<file path="config.mk">
export PLATFORM = sky130hd
export DESIGN_NAME = pn_agc_shift
export DESIGN_NICKNAME = d
export VERILOG_FILES = /design/src/rtl/pn_pkg.sv /design/src/rtl/pn_round_sat.sv /design/src/rtl/pn_agc_shift.sv
export SDC_FILE = /design/constraint.sdc
export NUM_CORES = 1
export LEC_CHECK = 0
export ABC_AREA = 1
export BUFFER_PORTS_ARGS = -buffer_cell sky130_fd_sc_hd__clkbuf_2
export CORE_UTILIZATION = 55
export DETAILED_ROUTE_END_ITERATION = 10
export GPL_TIMING_DRIVEN = 0
export HOLD_SLACK_MARGIN = 0.05
export PLACE_DENSITY = 0.72
export SYNTH_ARGS = -nofsm -noshare
export SYNTH_HDL_FRONTEND = slang
export SYNTH_HIERARCHICAL = 1
export SYNTH_SLANG_ARGS = --single-unit
</file>
<file path="constraint.sdc">
create_clock -name Clk -period 14 [get_ports Clk]
set_clock_uncertainty 0.2 [all_clocks]
set_input_delay 2.8 -clock Clk [delete_from_list [all_inputs] [get_ports Clk]]
set_output_delay 2.8 -clock Clk [all_outputs]
set_load 0.1 [all_outputs]
</file>
<file path="src/rtl/pn_pkg.sv">
// rtl/pn_pkg.sv - shared types, constants and parameter checks for pn_agc_shift
// Holds the AGC FSM state enum, the gain-index width, the gain clip helper
// and the parameter-legality function used at elaboration.
package pn_pkg;

    localparam int GW = 4;

    typedef enum logic [1:0] {
        ST_MANUAL  = 2'd0,
        ST_MEASURE = 2'd1,
        ST_ADJUST  = 2'd2
    } pn_state_t;

    function automatic bit pn_params_ok(input int in_w, input int out_w,
                                        input int gmax, input int win_len);
        return (in_w - out_w >= 1) &&
               (gmax >= 0) && (gmax < (1 << GW)) &&
               (gmax <= in_w - out_w + 4) &&
               (win_len >= 4) && ((win_len & (win_len - 1)) == 0);
    endfunction

    function automatic logic [GW-1:0] pn_gclip(input logic [GW-1:0] g, input int gmax);
        return (int'(g) > gmax) ? GW'(gmax) : g;
    endfunction

endpackage

</file>
<file path="src/rtl/pn_round_sat.sv">
// rtl/pn_round_sat.sv - combinational gain shift, round-half-up and saturate
// Ports:
//   din  - signed input sample (IN_W bits)
//   g    - gain index; net shift s = IN_W-OUT_W-g (right when s>0, left when s<0)
//   dout - saturated signed result (OUT_W bits)
//   sat  - result was clamped
//   mag  - |pre-saturation result|, capped at 2^(OUT_W-1)
module pn_round_sat
    import pn_pkg::*;
#(
    parameter int IN_W  = 40,
    parameter int OUT_W = 24
) (
    input  logic signed [IN_W-1:0]  din,
    input  logic        [GW-1:0]    g,
    output logic signed [OUT_W-1:0] dout,
    output logic                    sat,
    output logic        [OUT_W-1:0] mag
);

    // Five guard bits cover the largest left shift (4) plus the sign.
    localparam int IW = IN_W + 5;
    localparam int D  = IN_W - OUT_W;

    localparam logic signed [IW-1:0] ONE  = IW'(1);
    localparam logic signed [IW-1:0] MAXV = {{(IW-OUT_W+1){1'b0}}, {(OUT_W-1){1'b1}}};
    localparam logic signed [IW-1:0] MINV = {{(IW-OUT_W+1){1'b1}}, {(OUT_W-1){1'b0}}};
    localparam logic signed [IW-1:0] CAP  = {{(IW-OUT_W){1'b0}}, 1'b1, {(OUT_W-1){1'b0}}};

    logic signed [IW-1:0] x;
    logic signed [IW-1:0] pre;
    logic signed [IW-1:0] absv;

    always_comb begin
        x = {{5{din[IN_W-1]}}, din};
        if (int'(g) < D) begin
            pre = (x + (ONE <<< (D - int'(g) - 1))) >>> (D - int'(g));
        end else begin
            pre = x <<< (int'(g) - D);
        end

        sat  = 1'b0;
        dout = pre[OUT_W-1:0];
        if (pre > MAXV) begin
            dout = MAXV[OUT_W-1:0];
            sat  = 1'b1;
        end else if (pre < MINV) begin
            dout = MINV[OUT_W-1:0];
            sat  = 1'b1;
        end

        absv = pre[IW-1] ? -pre : pre;
        mag  = (absv > CAP) ? CAP[OUT_W-1:0] : absv[OUT_W-1:0];
    end

endmodule

</file>
<file path="src/rtl/pn_agc_shift.sv">
// rtl/pn_agc_shift.sv - two-stage gain shifter with windowed AGC loop
// Ports:
//   Clk, RstN        - clock, asynchronous active-low reset
//   Din, DinVld      - signed input sample and qualifier (no backpressure)
//   AutoEn           - 1 = AGC loop, 0 = manual gain
//   GCtrl            - manual gain index, also the AGC start gain
//   Dout, DoutVld    - scaled/rounded/saturated sample, 2 cycles after DinVld
//   GainOut, SatFlag - gain used for, and saturation of, the sample on Dout
module pn_agc_shift
    import pn_pkg::*;
#(
    parameter int IN_WDTH  = 40,
    parameter int OUT_WDTH = 24,
    parameter int GMAX     = 15,
    parameter int WIN_LEN  = 1024
) (
    input  logic                       Clk,
    input  logic                       RstN,
    input  logic signed [IN_WDTH-1:0]  Din,
    input  logic                       DinVld,
    input  logic                       AutoEn,
    input  logic        [GW-1:0]       GCtrl,
    output logic signed [OUT_WDTH-1:0] Dout,
    output logic                       DoutVld,
    output logic        [GW-1:0]       GainOut,
    output logic                       SatFlag
);

    if (!pn_params_ok(IN_WDTH, OUT_WDTH, GMAX, WIN_LEN)) begin : g_param_check
        $error("pn_agc_shift: illegal parameter combination");
    end

    localparam int CW = $clog2(WIN_LEN);
    localparam logic [CW-1:0]       LAST     = CW'(WIN_LEN - 1);
    localparam logic [OUT_WDTH-1:0] LOW_PEAK = {3'b001, {(OUT_WDTH-3){1'b0}}};
    localparam logic [GW-1:0]       GMAX_G   = GW'(GMAX);

    pn_state_t                  state;
    logic [GW-1:0]              g_reg;
    logic [GW-1:0]              g_man;
    logic [GW-1:0]              g_use;
    logic                       epoch;

    logic                       v1;
    logic signed [IN_WDTH-1:0]  d1;
    logic [GW-1:0]              g1;
    logic                       c1;
    logic                       e1;

    logic signed [OUT_WDTH-1:0] rs_dout;
    logic                       rs_sat;
    logic [OUT_WDTH-1:0]        rs_mag;

    logic [CW-1:0]              win_cnt;
    logic [OUT_WDTH-1:0]        peak;
    logic                       sat_seen;
    logic                       count_now;

    assign g_man = pn_gclip(GCtrl, GMAX);
    assign g_use = (state == ST_MANUAL) ? g_man : g_reg;

    // A sample counts only if it was accepted in MEASURE of the window that is
    // still open: epoch flips whenever a window closes or the loop (re)starts,
    // so samples in flight across a window boundary are dropped from stats.
    assign count_now = v1 && c1 && (e1 == epoch) && (state == ST_MEASURE);

    pn_round_sat #(
        .IN_W  (IN_WDTH),
        .OUT_W (OUT_WDTH)
    ) u_round_sat (
        .din  (d1),
        .g    (g1),
        .dout (rs_dout),
        .sat  (rs_sat),
        .mag  (rs_mag)
    );

    always_ff @(posedge Clk or negedge RstN) begin
        if (!RstN) begin
            v1      <= 1'b0;
            d1      <= '0;
            g1      <= '0;
            c1      <= 1'b0;
            e1      <= 1'b0;
            DoutVld <= 1'b0;
            Dout    <= '0;
            SatFlag <= 1'b0;
            GainOut <= '0;
        end else begin
            v1 <= DinVld;
            if (DinVld) begin
                d1 <= Din;
                g1 <= g_use;
                c1 <= (state == ST_MEASURE);
                e1 <= epoch;
            end
            DoutVld <= v1;
            if (v1) begin
                Dout    <= rs_dout;
                SatFlag <= rs_sat;
                GainOut <= g1;
            end
        end
    end

    always_ff @(posedge Clk or negedge RstN) begin
        if (!RstN) begin
            state    <= ST_MANUAL;
            g_reg    <= '0;
            epoch    <= 1'b0;
            win_cnt  <= '0;
            peak     <= '0;
            sat_seen <= 1'b0;
        end else if (!AutoEn) begin
            state    <= ST_MANUAL;
            g_reg    <= g_man;
            win_cnt  <= '0;
            peak     <= '0;
            sat_seen <= 1'b0;
        end else begin
            case (state)
                ST_MANUAL: begin
                    state    <= ST_MEASURE;
                    g_reg    <= g_man;
                    epoch    <= ~epoch;
                    win_cnt  <= '0;
                    peak     <= '0;
                    sat_seen <= 1'b0;
                end
                ST_MEASURE: begin
                    if (count_now) begin
                        sat_seen <= sat_seen | rs_sat;
                        if (rs_mag > peak) begin
                            peak <= rs_mag;
                        end
                        if (win_cnt == LAST) begin
                            state   <= ST_ADJUST;
                            epoch   <= ~epoch;
                            win_cnt <= '0;
                        end else begin
                            win_cnt <= win_cnt + 1'b1;
                        end
                    end
                end
                ST_ADJUST: begin
                    if (sat_seen && (g_reg != '0)) begin
                        g_reg <= g_reg - 1'b1;
                    end else if ((peak < LOW_PEAK) && (g_reg < GMAX_G)) begin
                        g_reg <= g_reg + 1'b1;
                    end
                    state    <= ST_MEASURE;
                    win_cnt  <= '0;
                    peak     <= '0;
                    sat_seen <= 1'b0;
                end
                default: begin
                    state <= ST_MANUAL;
                end
            endcase
        end
    end

endmodule
</file>
==> results.toml <==
[power]
p_sw_share_pct = 59.14
power_frac_clock_pct = 16.8
power.total_uw = 2888
p_leak_uw = 0.009632
comb_power_share_pct = 68.5
seq_power_share_pct = 14.7
ir_drop_mv = 0.1500
p_int_uw = 1180
powerDensity_nw_per_um2 = 161.0
p_switching_uw = 1708

[global_routing]
antenna_found_initial = 0
grt_max_degree = 120
grt_pass1_vias = 18820
grt.total_usage_pct = 43.93
grt_pass1_wl_mm = 103.5
grt_overflow = 0

[critical_path]
crit_fanout = 12
max_stage_delay_ns = 0.89
r2r_slack_ns = 1.78
endpoint_kind = "register"
critPathBufInv = 15
crit_start = "g1[0]"
cp_num_cells = 54
timing.rr.end = "peak[19]"
crit_end = "peak[19]"
rr_worst_depth = 54
slowest_stage = "nor3_1"
path_common_cell = "nand2_1"
start_kind = "register"
criticalPathCategory = "register to register"
rr_startpoint = "g1[0]"
required_ns = 14.17
crit_family = "simple AND/OR/NAND/NOR gates"
cp.arrival_ns = 12.39

[drt]
viasPerCell = 6.096
route.detailed.drc = 0
first_pass_iters = 9
wl_met1_mm = 27.89
wl_per_cell_microns = 20.25
top_layer = "met4"
routed-wl-met3_mm = 9.585
num_vias = 20230
wirelength_mm = 67.18
ant_nets = 0
dr_wl_met2_mm = 27.75
drt_iter0_markers = 2911

[clocking]
cts-resized-gates = 0
cts_setup_buffers = 0
clock-sinks = 119
holdBufCountCts = 0
root_buffer = "clkbuf_16"
cts_tree = "done"
clkTransAtPathRegs_ns = 0.07
htree_levels = 4
cts_buffers = 17
cts_max_path_buffers = 2
clk_latency_ns = 0.44

[finish]
largest_reg_flops = 40
area_growth_pct = 9.261
postLayoutCoreUtil_pct = 61.82
multiInputGateArea_sq_um = 11760
stdcell_area_sq_um = 17940
seqCellArea_sq_um = 2978
drive_gt1_share_pct = 13.74
n_fill_cell = 2806
nNetsFinal = 3050
largest_register = "d1"
largestRegisters = "d1 (40), Dout (24), peak (24)"
antenna_cells = 0

[floorplan]
die_h_microns = 174.8
core_sq_um = 29010
fp-row-count = 62
die_w_microns = 174.8
die-area_sq_um = 30540
io_pins = 78
initial_utilization_pct = 56.58

[timing]
max_slew.worst_pin.slew_ns = 1.037
tns_ns = 0
postLayoutSetupSlackWorst_ns = 1.779
finalSetupViolCount = 0
fmax_ghz = 0.08183
slew_violations = 0
relSlewSlack_pct = 30.33
hold_viol = 0
fin_crit_ns = 12.22
post-route-period-util_pct = 87.29
rsz0062_at_grt = "false"

[place]
io_buffers = 77
hpwl_mm = 52.99
dp_slack_ns = 2.750
gp_congestion = 1.044
postPlaceCellArea_sq_um = 17320

[status]
status = "completed"

[worst_hold_path]
min_from = "peak[4]"
hold_path.class = "register to register"

[synthesis]
yosysSeqAreaShare_pct = 18.14
synth_async_sr_flop_share_pct = 100.0
synth_area_sq_um = 16420
postSynthAreaPerCell_sq_um = 5.827
synth_cell_types = 55
ys_ff_latch = 119
synth_edf_count = 0
syn_inst = 2817
ys.flop_type = "dfrtp_1"
ys_warn_count = 6

[run]
cap_violations = 0
## logic make-up after synthesis
logic type / Yosys count / share of synthesized area [%]
other cells: 1 / 0.02284
buf+inv: 422 / 10.43
simple gates: 1972 / 54.14
mux: 70 / 4.787
compound gates: 112 / 4.032
fa+ha+maj: 81 / 6.265
flops: 119 / 18.14
xor+xnor: 40 / 2.180
## worst register-to-register path, delay by kind of cell, from the launching register on
kind | cells | cell delay, ns
buf+inv | 15 | 3.62
compound gates | 4 | 1.23
flops | 1 | 0.44
fa+ha+maj | 4 | 1.56
simple gates | 31 | 5.14
## synth_stat cells, drive strengths merged (2+ instances only)
cell	instances	area (sq um)
nor4	4	25.02
o21ai	33	176.4
a21oi	54	292.8
nand3	555	2965
mux2	68	765.7
nor2	272	1191
inv	316	1186
mux2i	2	20.02
o211ai	6	45.04
buf	73	402.9
o21bai	5	37.54
nand3b	12	90.09
dfrtp	119	2978
ha	79	988.5
xnor2	9	78.83
xor2	31	279.0
clkinv	4	15.01
a21o	2	15.01
or2	3	18.77
clkbuf	29	108.9
nand4	67	437.9
a31oi	3	18.77
fa	2	40.04
nand2	1035	4020
o22ai	2	12.51
nor3	21	120.1
## layout make-up
| type | instances | area share, % |
|---|---|---|
| inverter | 320 | 6.697 |
| clock inverter | 15 | 1.060 |
| timing repair buffer | 77 | 2.197 |
| clock buffer | 17 | 2.372 |
| buffer | 102 | 2.853 |
| tap | 384 | 2.679 |
| multi-input combinational | 2284 | 65.54 |
| sequential | 119 | 16.60 |
## power by group through the flow
stage | Combinational, uW | Clock, uW | Sequential, uW
3_5_place_dp | 1890 | 0 | 428
4_1_cts | 1900 | 481 | 423
3_3_place_gp | 1870 | 0 | 424
2_1_floorplan | 1190 | 0 | 614
5_1_grt | 2120 | 495 | 429
6_report | 1980 | 485 | 424
## cell usage in the layout, fill, tap and decap left out, drive strengths merged
cell type  synthesis  layout
o2111ai            1       1
a21oi             54      54
o211ai             6       6
nand4             67      67
and3               1       1
o21a               1       1
a211oi             1       1
a21boi             1       1
a31oi              3       3
and2               1       1
o41ai              1       1
xnor2              9       9
fa                 2       2
xor2              31      31
nor3              21      21
mux2              68      68
clkbuf            29     123
mux2i              2       2
clkinv             4      11
nand3b            12      12
a22oi              1       1
a21o               2       2
nor4               4       4
nand2           1035    1035
ha                79      79
o311ai             1       1
o21bai             5       5
or2                3       3
o22ai              2       2
o21ai             33      33
conb               1       9
dfrtp            119     119
inv              316     321
buf               73      73
nor2             272     272
nand3            555     555
or3                1       1
bufinv             0       3
## how the worst min path moves through the flow
stage                 end  depth (start not counted)
6_report          peak[4]                          2
5_1_grt        GainOut[0]                          1
4_1_cts           peak[4]                          2
3_5_place_dp      DoutVld                          0
3_3_place_gp      DoutVld                          0
2_1_floorplan     DoutVld                          0
## metrics by stage
stage / std cells / hold WS (ns)
6_report: 3318 / 0.3029
3_5_place_dp: 3286 / 0.2773
2_1_floorplan: 2825 / 0.2083
3_3_place_gp: 3286 / 0.2724
4_1_cts: 3318 / 0.3016
5_1_grt: 3318 / 0.3265
## layer usage
| layer | global-route usage (%) | up-vias |
|---|---|---|
| li1 | - | 9317 |
| met4 | 12.79 | 0 |
| met5 | 0 | - |
| met3 | 10.77 | 197 |
| met1 | 62.18 | 9218 |
| met2 | 65.69 | 1493 |
Power figures use the tool's default switching activity.
